File: src/rtl/nx_ctrl_arbiter.sv
// Round-robin arbiter for the nexus control inbound stream.
// Holds the grant for a whole packet and routes responses in issue order.
package nx_ctrl_pkg;
  typedef struct packed {
    logic        wr;
    logic [7:0]  addr;
    logic [15:0] data;
  } control_request_t;

  typedef struct packed {
    logic        err;
    logic [15:0] data;
  } control_response_t;
endpackage

module nx_ctrl_arbiter
  import nx_ctrl_pkg::*;
#(
  parameter int REQUESTERS  = 2,
  parameter int OUTSTANDING = 8,
  localparam int GW = $clog2(REQUESTERS),
  localparam int CW = $clog2(OUTSTANDING + 1)
) (
  input  logic                                i_clk,
  input  logic                                i_rst_n,
  input  control_request_t [REQUESTERS-1:0]   i_req_data,
  input  logic [REQUESTERS-1:0]               i_req_last,
  input  logic [REQUESTERS-1:0]               i_req_resp,
  input  logic [REQUESTERS-1:0]               i_req_valid,
  output logic [REQUESTERS-1:0]               o_req_ready,
  output control_request_t                    o_ctrl_data,
  output logic                                o_ctrl_valid,
  input  logic                                i_ctrl_ready,
  input  control_response_t                   i_ctrl_resp_data,
  input  logic                                i_ctrl_resp_valid,
  output logic                                o_ctrl_resp_ready,
  output control_response_t                   o_resp_data,
  output logic [REQUESTERS-1:0]               o_resp_valid,
  input  logic [REQUESTERS-1:0]               i_resp_ready,
  output logic [CW-1:0]                       o_outstanding,
  output logic                                o_idle,
  output logic                                o_err_unexpected
);

  localparam int AW = $clog2(OUTSTANDING);
  localparam logic [GW:0] NREQ = (GW+1)'(REQUESTERS);

  typedef enum logic {IDLE, LOCKED} state_e;

  state_e        state_q, state_d;
  logic [GW-1:0] g_q, g_d;
  logic [GW-1:0] rr_q, rr_d;
  logic [GW-1:0] mem_q [OUTSTANDING];
  logic [AW:0]   wptr_q, rptr_q;
  logic          err_q;

  logic          empty, full, stall;
  logic          push, pop, xfer, drop;
  logic [GW-1:0] head, pick;
  logic [GW:0]   idx;
  logic          found;

  assign empty = (wptr_q == rptr_q);
  assign full  = (wptr_q[AW] != rptr_q[AW]) &&
                 (wptr_q[AW-1:0] == rptr_q[AW-1:0]);
  assign head  = mem_q[rptr_q[AW-1:0]];
  assign stall = i_req_resp[g_q] && full;

  // first valid requester at or after rr_q, wrapping
  always_comb begin
    pick  = rr_q;
    found = 1'b0;
    idx   = '0;
    for (int i = 0; i < REQUESTERS; i++) begin
      idx = {1'b0, rr_q} + (GW+1)'(i);
      if (idx >= NREQ) idx = idx - NREQ;
      if (!found && i_req_valid[idx[GW-1:0]]) begin
        pick  = idx[GW-1:0];
        found = 1'b1;
      end
    end
  end

  always_comb begin
    state_d      = state_q;
    g_d          = g_q;
    rr_d         = rr_q;
    o_req_ready  = '0;
    o_ctrl_valid = 1'b0;
    o_ctrl_data  = i_req_data[g_q];
    xfer         = 1'b0;
    push         = 1'b0;
    unique case (state_q)
      IDLE: begin
        if (|i_req_valid) begin
          g_d     = pick;
          state_d = LOCKED;
        end
      end
      LOCKED: begin
        o_ctrl_valid     = i_req_valid[g_q] && !stall;
        o_req_ready[g_q] = i_ctrl_ready && !stall;
        xfer             = o_ctrl_valid && i_ctrl_ready;
        push             = xfer && i_req_resp[g_q];
        if (xfer && i_req_last[g_q]) begin
          rr_d    = (g_q == GW'(REQUESTERS - 1)) ? '0 : g_q + GW'(1);
          state_d = IDLE;
        end
      end
      default: state_d = IDLE;
    endcase
  end

  // with no route entry the response is sunk and flagged
  always_comb begin
    o_resp_data       = i_ctrl_resp_data;
    o_resp_valid      = '0;
    o_ctrl_resp_ready = 1'b1;
    pop               = 1'b0;
    if (!empty) begin
      o_resp_valid[head] = i_ctrl_resp_valid;
      o_ctrl_resp_ready  = i_resp_ready[head];
      pop                = i_ctrl_resp_valid && i_resp_ready[head];
    end
  end

  assign drop = empty && i_ctrl_resp_valid;

  always_ff @(posedge i_clk or negedge i_rst_n) begin
    if (!i_rst_n) begin
      state_q <= IDLE;
      g_q     <= '0;
      rr_q    <= '0;
      wptr_q  <= '0;
      rptr_q  <= '0;
      err_q   <= 1'b0;
    end else begin
      state_q <= state_d;
      g_q     <= g_d;
      rr_q    <= rr_d;
      err_q   <= drop;
      if (push) wptr_q <= wptr_q + (AW+1)'(1);
      if (pop)  rptr_q <= rptr_q + (AW+1)'(1);
    end
  end

  always_ff @(posedge i_clk or negedge i_rst_n) begin
    if (!i_rst_n) begin
      for (int i = 0; i < OUTSTANDING; i++) mem_q[i] <= '0;
    end else if (push) begin
      mem_q[wptr_q[AW-1:0]] <= g_q;
    end
  end

  assign o_outstanding    = CW'(wptr_q - rptr_q);
  assign o_idle           = (state_q == IDLE) && empty;
  assign o_err_unexpected = err_q;

endmodule

File: config.mk
export PLATFORM = sky130hd
export DESIGN_NAME = nx_ctrl_arbiter
export DESIGN_NICKNAME = d
export VERILOG_FILES = /design/src/rtl/nx_ctrl_arbiter.sv
export SDC_FILE = /design/constraint.sdc
export NUM_CORES = 1
export LEC_CHECK = 0
export ABC_AREA = 0
export BUFFER_PORTS_ARGS = -buffer_cell sky130_fd_sc_hd__buf_2
export CAP_MARGIN = 5
export CORE_MARGIN = 1
export CORE_UTILIZATION = 35
export CTS_BUF_LIST = sky130_fd_sc_hd__clkbuf_8
export CTS_CLUSTER_DIAMETER = 120
export DETAILED_ROUTE_END_ITERATION = 8
export GPL_TIMING_DRIVEN = 0
export HOLD_SLACK_MARGIN = 0.05
export PLACE_DENSITY = 0.73
export SYNTH_ARGS = -nofsm -noshare
export SYNTH_HDL_FRONTEND = slang
export SYNTH_SLANG_ARGS = --single-unit
export TNS_END_PERCENT = 50
File: constraint.sdc
create_clock -name i_clk -period 2.7 [get_ports i_clk]
set_input_delay 0.27 -clock i_clk [delete_from_list [all_inputs] [get_ports i_clk]]
set_output_delay 0.27 -clock i_clk [all_outputs]
set_load 0.01 [all_outputs]
# Word level (Yosys, flattened, before mapping)
# Cells that the tools add are included.
totals:
  regBits: 20
  in_bits: 79
classes:
  n_addsub: 7
  n_lt_le_gt_ge: 11
  eq_ne: 3
  muxes: 39
  bitwise: 5
  reduce_logical: 19
op_table:
  columns: ["cell", "count"]
  rows:
  - ["25-bit 2-to-1 mux", 2]
  - ["1-bit 2-to-1 mux", 29]
  - ["1-bit logical AND", 14]
  - ["4-bit by 1-bit adder with 4-bit output, second input constant", 2]
  - ["8-bit bitwise mux", 1]
  - ["4-bit >= comparator, second input constant", 2]
  - ["1-bit by 2-bit less-than comparator with 1-bit output, second input constant", 4]
  - ["3-bit NOT with 4-bit output", 2]
  - ["2-bit bitwise AND", 2]
  - ["4-bit == test", 1]
  - ["4-bit by 1-bit less-than comparator with 1-bit output, second input constant", 1]
  - ["2-bit 2-to-1 mux", 2]
  - ["2-bit AND reduction", 2]
  - ["4-bit subtractor", 1]
  - ["1-bit binary-select mux with 3-bit select", 1]
  - ["1-bit demux with 3-bit select", 1]
  - ["3-bit == test", 1]
  - ["1-bit by 1-bit adder with 2-bit output, second input constant", 1]
  - ["1-bit demux with 1-bit select", 2]
  - ["1-bit >= comparator, second input constant", 2]
  - ["1-bit by 2-bit >= comparator with 1-bit output, second input constant", 1]
  - ["2-bit >= comparator, second input constant", 1]
  - ["1-bit zero test", 2]
  - ["1-bit one-hot mux with 2 select lines", 1]
  - ["5 further kinds", 6]

# Depth between registers and ports, before layout
logic_depth:
  word_depth: 10
  mapped_depth: 7
  ltp_nobuf: 6

# Least setup slack after synthesis
# No wires, ideal clock.
synth_path:
  kind: "register -> register"
  start: "register wptr_q[0]"
  end: "register mem_q[1] in the netlist's numbering"
  setup_time_ps: 125
  arrival_time_ps: 2015
  setup_slack_ps: 560
  stages_incl_launch_ff: 8
  n_path_buf: 1
  period_less_slack_ps: 2140
  path_cell_list: "dfrtp_1 > inv_1 > ha_1 > nand3_1 > and2b_1 > buf_2 > nor4_1 > mux2_2"
synth_via:
  elab_chain_len: 8
  elab_cells_between_ends: 15
  classes_between: "2 x order compare; 1 x eq/ne; 4 x mux; 1 x bitwise; 7 x reduce/logical"
synth_lines:
  columns: ["item", "line", "text"]
  rows:
  - ["start: declaration", "54", "logic [AW:0] wptr_q, rptr_q;"]
  - ["start signal: assignment", "142", "if (push) wptr_q <= wptr_q + (AW+1)'(1);"]
  - ["parallel branches: the longest is 8 deep, another holds 4-bit >= comparator", null, null]
  - ["end signal: indexed assignment", "151", "mem_q[wptr_q[AW-1:0]] <= g_q;"]
  - ["end: declaration", "53", "logic [GW-1:0] mem_q [OUTSTANDING];"]
# Parallel ways; which one is timed is not known.
# A chain may end at the register's enable or synchronous reset.

# Final worst setup path
layout_path:
  start: "register wptr_q[0]"
  end: "output port o_req_ready[0]"
layout_via:
  elab_chain_len: 7
layout_lines:
  columns: ["item", "line", "text"]
  rows:
  - ["3-bit == test", "65", "(wptr_q[AW-1:0] == rptr_q[AW-1:0]);"]
  - ["1-bit logical AND", "64", "assign full = (wptr_q[AW] != rptr_q[AW]) &&"]
  - ["1-bit logical AND", "67", "assign stall = i_req_resp[g_q] && full;"]
  - ["1-bit zero test", "102", "o_req_ready[g_q] = i_ctrl_ready && !stall;"]
  - ["1-bit logical AND", "102", null]
  - ["2-bit bitwise AND (no source line)", null, null]
  - ["2-bit 2-to-1 mux", "93", "unique case (state_q)"]
  - ["end: declaration", "30", "output logic [REQUESTERS-1:0] o_req_ready,"]
# Every way passes these cells.

==> results by group <==
Run status
  • Status: finished, violations left
  • Failing checks: design-rule violations

Yosys
  • Synth Register Bits: 20
  • Cell taking the most area after synthesis: dfrtp_1
  • Most used DFF post-synth: dfrtp_1
  • Area share of the largest cell type after synthesis: 0.2974
  • Synth Instances: 161
  • Syn Nets: 246
  • Most frequent cell after synthesis: mux2_2
  • Top post-synthesis cells by area: dfrtp_1 (30%), mux2_2 (23%), buf_4 (7.6%)
  • FFs w/ async S/R, synth: 1.000
  • Warnings, synthesis: 0
  • Top post-synthesis cells by count: mux2_2 (35), dfrtp_1 (20), buf_4 (17)
  • Synth cell types: 37
  • Mapped Area: 0.001683 mm²
  • Post-synth EDFFs: 0
  • Mean Syn Cell Area: 10.45 µm²
  • Sequential fraction of the synthesis area: 0.2974

Final layout
  • Share of cells above drive strength 1: 0.6393
  • Final Non-Filler Cells: 332
  • Net count, final: 366
  • Area delta synth->final: 41.93%
  • Layout Utilization: 0.5338
  • Ant. Diodes: 0
  • FILL cells: 389

STA
  • Count of final setup violators: 0
  • Fmax: 401.1 MHz
  • Final worst path period need: 2493 ps
  • Setup TNS: 0 ps
  • Period Utilization, post-route: 0.9235
  • Slew headroom: 0.5222
  • RSZ-0062 raised after global routing: no
  • Final Skew: 5.448 ps
  • Max-slew violations: 0
  • Slew @ Worst Pin: 714.3 ps
  • Final hold viol count: 0

Worst setup path
  • CP arrival: 2220 ps
  • Critical Path Sink Type: primary output
  • Worst path slowest cell: dfrtp_1
  • Worst R2R Path Depth: 7
  • Crit-path max FO: 10
  • Worst path most repeated cell: buf_2
  • Crit-path max cell delay: 450 ps
  • CP Launch Type: register
  • CP Cell Sequence: inv_1 > ha_1 > nand3_2 > and2b_1 > buf_2 > a211oi_1 > buf_2
  • Crit path kind: register to primary output
  • Required arrival time at the worst endpoint: 2430 ps

Routing
  • Router iterations before antenna repair: 8
  • Via/cell ratio: 4.952
  • Via count: 1644
  • Number of remaining DRC errors: 9
  • Routed WL: 4.221 mm
  • Drt wl/cell: 12.71 µm
  • Final ANT Viol Nets: 0
  • Initial DRC count: 32

Place
  • Placed cells: 327
  • DP HPWL: 3.496 mm
  • Input/output buffers: 114
  • GPL Wtd Cong: 0.7926

Floorplanning
  • Core area: 0.004474 mm²
  • Starting density of the core: 0.3761
  • Die Wd: 71.34 µm
  • DIE AREA: 0.005089 mm²
  • I/O Pins: 133
  • FP Rows: 24
  • Die extent in y: 71.34 µm

Power and ir drop
  • Worst vdd ir: 0.3215 mV
  • Pwr dens: 979.9 mW/mm²
  • Tot Pwr: 2.341 mW
  • Lkg Pwr: 1.268 nW

Hold path
  • Hold path cells: 2
  • Hold crit path type: input pin to register

Global route
  • Via count of the first global-routing pass: 1571
  • First-pass GRT wire length: 6.706 mm
  • Largest net degree at the start of global routing: 21
  • Gr usage total: 0.1658
  • Initial antenna violation count: 0
  • Overflow after GRT: 0

Clocking
  • Clk buf depth: 2
  • Clk_lat worst skew: 260 ps
  • CTS root buf: clkbuf_8
  • Clk pin slew, worst setup/hold paths: 70 ps
  • H-Tree Depth: 1
  • TritonCTS clock tree: done
  • CTS buffer count: 3
  • CTS Sinks: 20
  • Number of buffers added for setup after CTS: 0

Job
  • Maxcap violations: 0
## power breakdown
group          switching [mW]  internal, mW
clock network          0.0965         0.130
registers               0.130         0.433
logic                   0.783         0.768
## repair_timing
item	4_1_cts	5_1_grt
endpoints found under the setup margin	0	1
hold buffers	1	0
endpoints found under the hold margin	20	0
gates resized for setup	0	1
## metrics by stage
step / worst slack, ps / hold WS [ps] / instance area, µm²
after floorplan: 560.3 / -25.59 / 1683
after global placement: 253.3 / 243.4 / 2318
after detailed placement: 232.8 / 246.4 / 2318
after CTS: 108.7 / 242.7 / 2384
after global routing: 11.96 / 248.4 / 2389
final: 206.6 / 247.9 / 2389
## worst max-delay path: cells and delay by family, from the launching register on
family | cells | cell delay, ps
buf+inv | 3 | 510
flops | 1 | 450
simple gates | 2 | 400
fa+ha+maj | 1 | 350
compound gates | 1 | 230
## cell usage in the layout (no fill, tap or decap), types with 3 or more instances in the layout
cell type,netlist,final
mux2_2,35,35
buf_2,1,115
o2111ai_1,4,4
ha_1,5,5
xor2_1,6,6
buf_1,3,3
nor4_1,8,8
a21oi_1,3,3
buf_4,17,17
xnor2_1,3,3
dfrtp_1,20,20
nand2_1,7,7
clkbuf_8,0,4
mux2i_1,4,4
nor2_1,5,5
clkbuf_1,3,3
inv_1,9,9
## routing by layer
layer  track usage  wire [µm]  vias to the layer above
met5             0          0                        -
met1        0.1744       1625                      731
met2        0.3259       2141                       95
li1              -          -                      812
met3       0.03797        405                        6
met4       0.04667         48                        0
## logic make-up after synthesis
family          Yosys count  share of synthesized area
buf+inv                  33                     0.1123
xor+xnor                  9                    0.04684
compound gates           16                    0.06765
mux                      44                     0.3130
simple gates             33                     0.1138
flops                    20                     0.2974
fa+ha+maj                 6                    0.04907
## layout make-up
type	count	area (µm²)	share of cell area
inverters	9	33.78	0.01414
multi-input cells	108	998.5	0.4180
clock buffers	4	55.05	0.02305
flip-flops and latches	20	500.5	0.2095
plain buffers	24	155.1	0.06496
well taps	52	65.06	0.02724
repair buffers	115	580.6	0.2431
## flip-flops by register name, summed over array words and instances (netlist names)
name and cells:
rptr_q 4, o_err_unexpected 1, mem_q 8, wptr_q 4
rr_q 1, g_q 1, state_q 1
## path summary, 6_finish.rpt
| check | slack, ps | to | from |
|---|---|---|---|
| worst min-delay path | 250 | g_q | i_req_valid[0] |
| worst max-delay path | 210 | o_req_ready[0] | wptr_q[0] |
| worst max register to register | 280 | mem_q[7] | wptr_q[0] |
| min in group asynchronous | 480 | rptr_q[1] | i_rst_n |
| worst min register to register | 490 | wptr_q[3] | wptr_q[3] |
| max in group asynchronous | 1910 | state_q | i_rst_n |
Power figures use the tool's default switching activity.
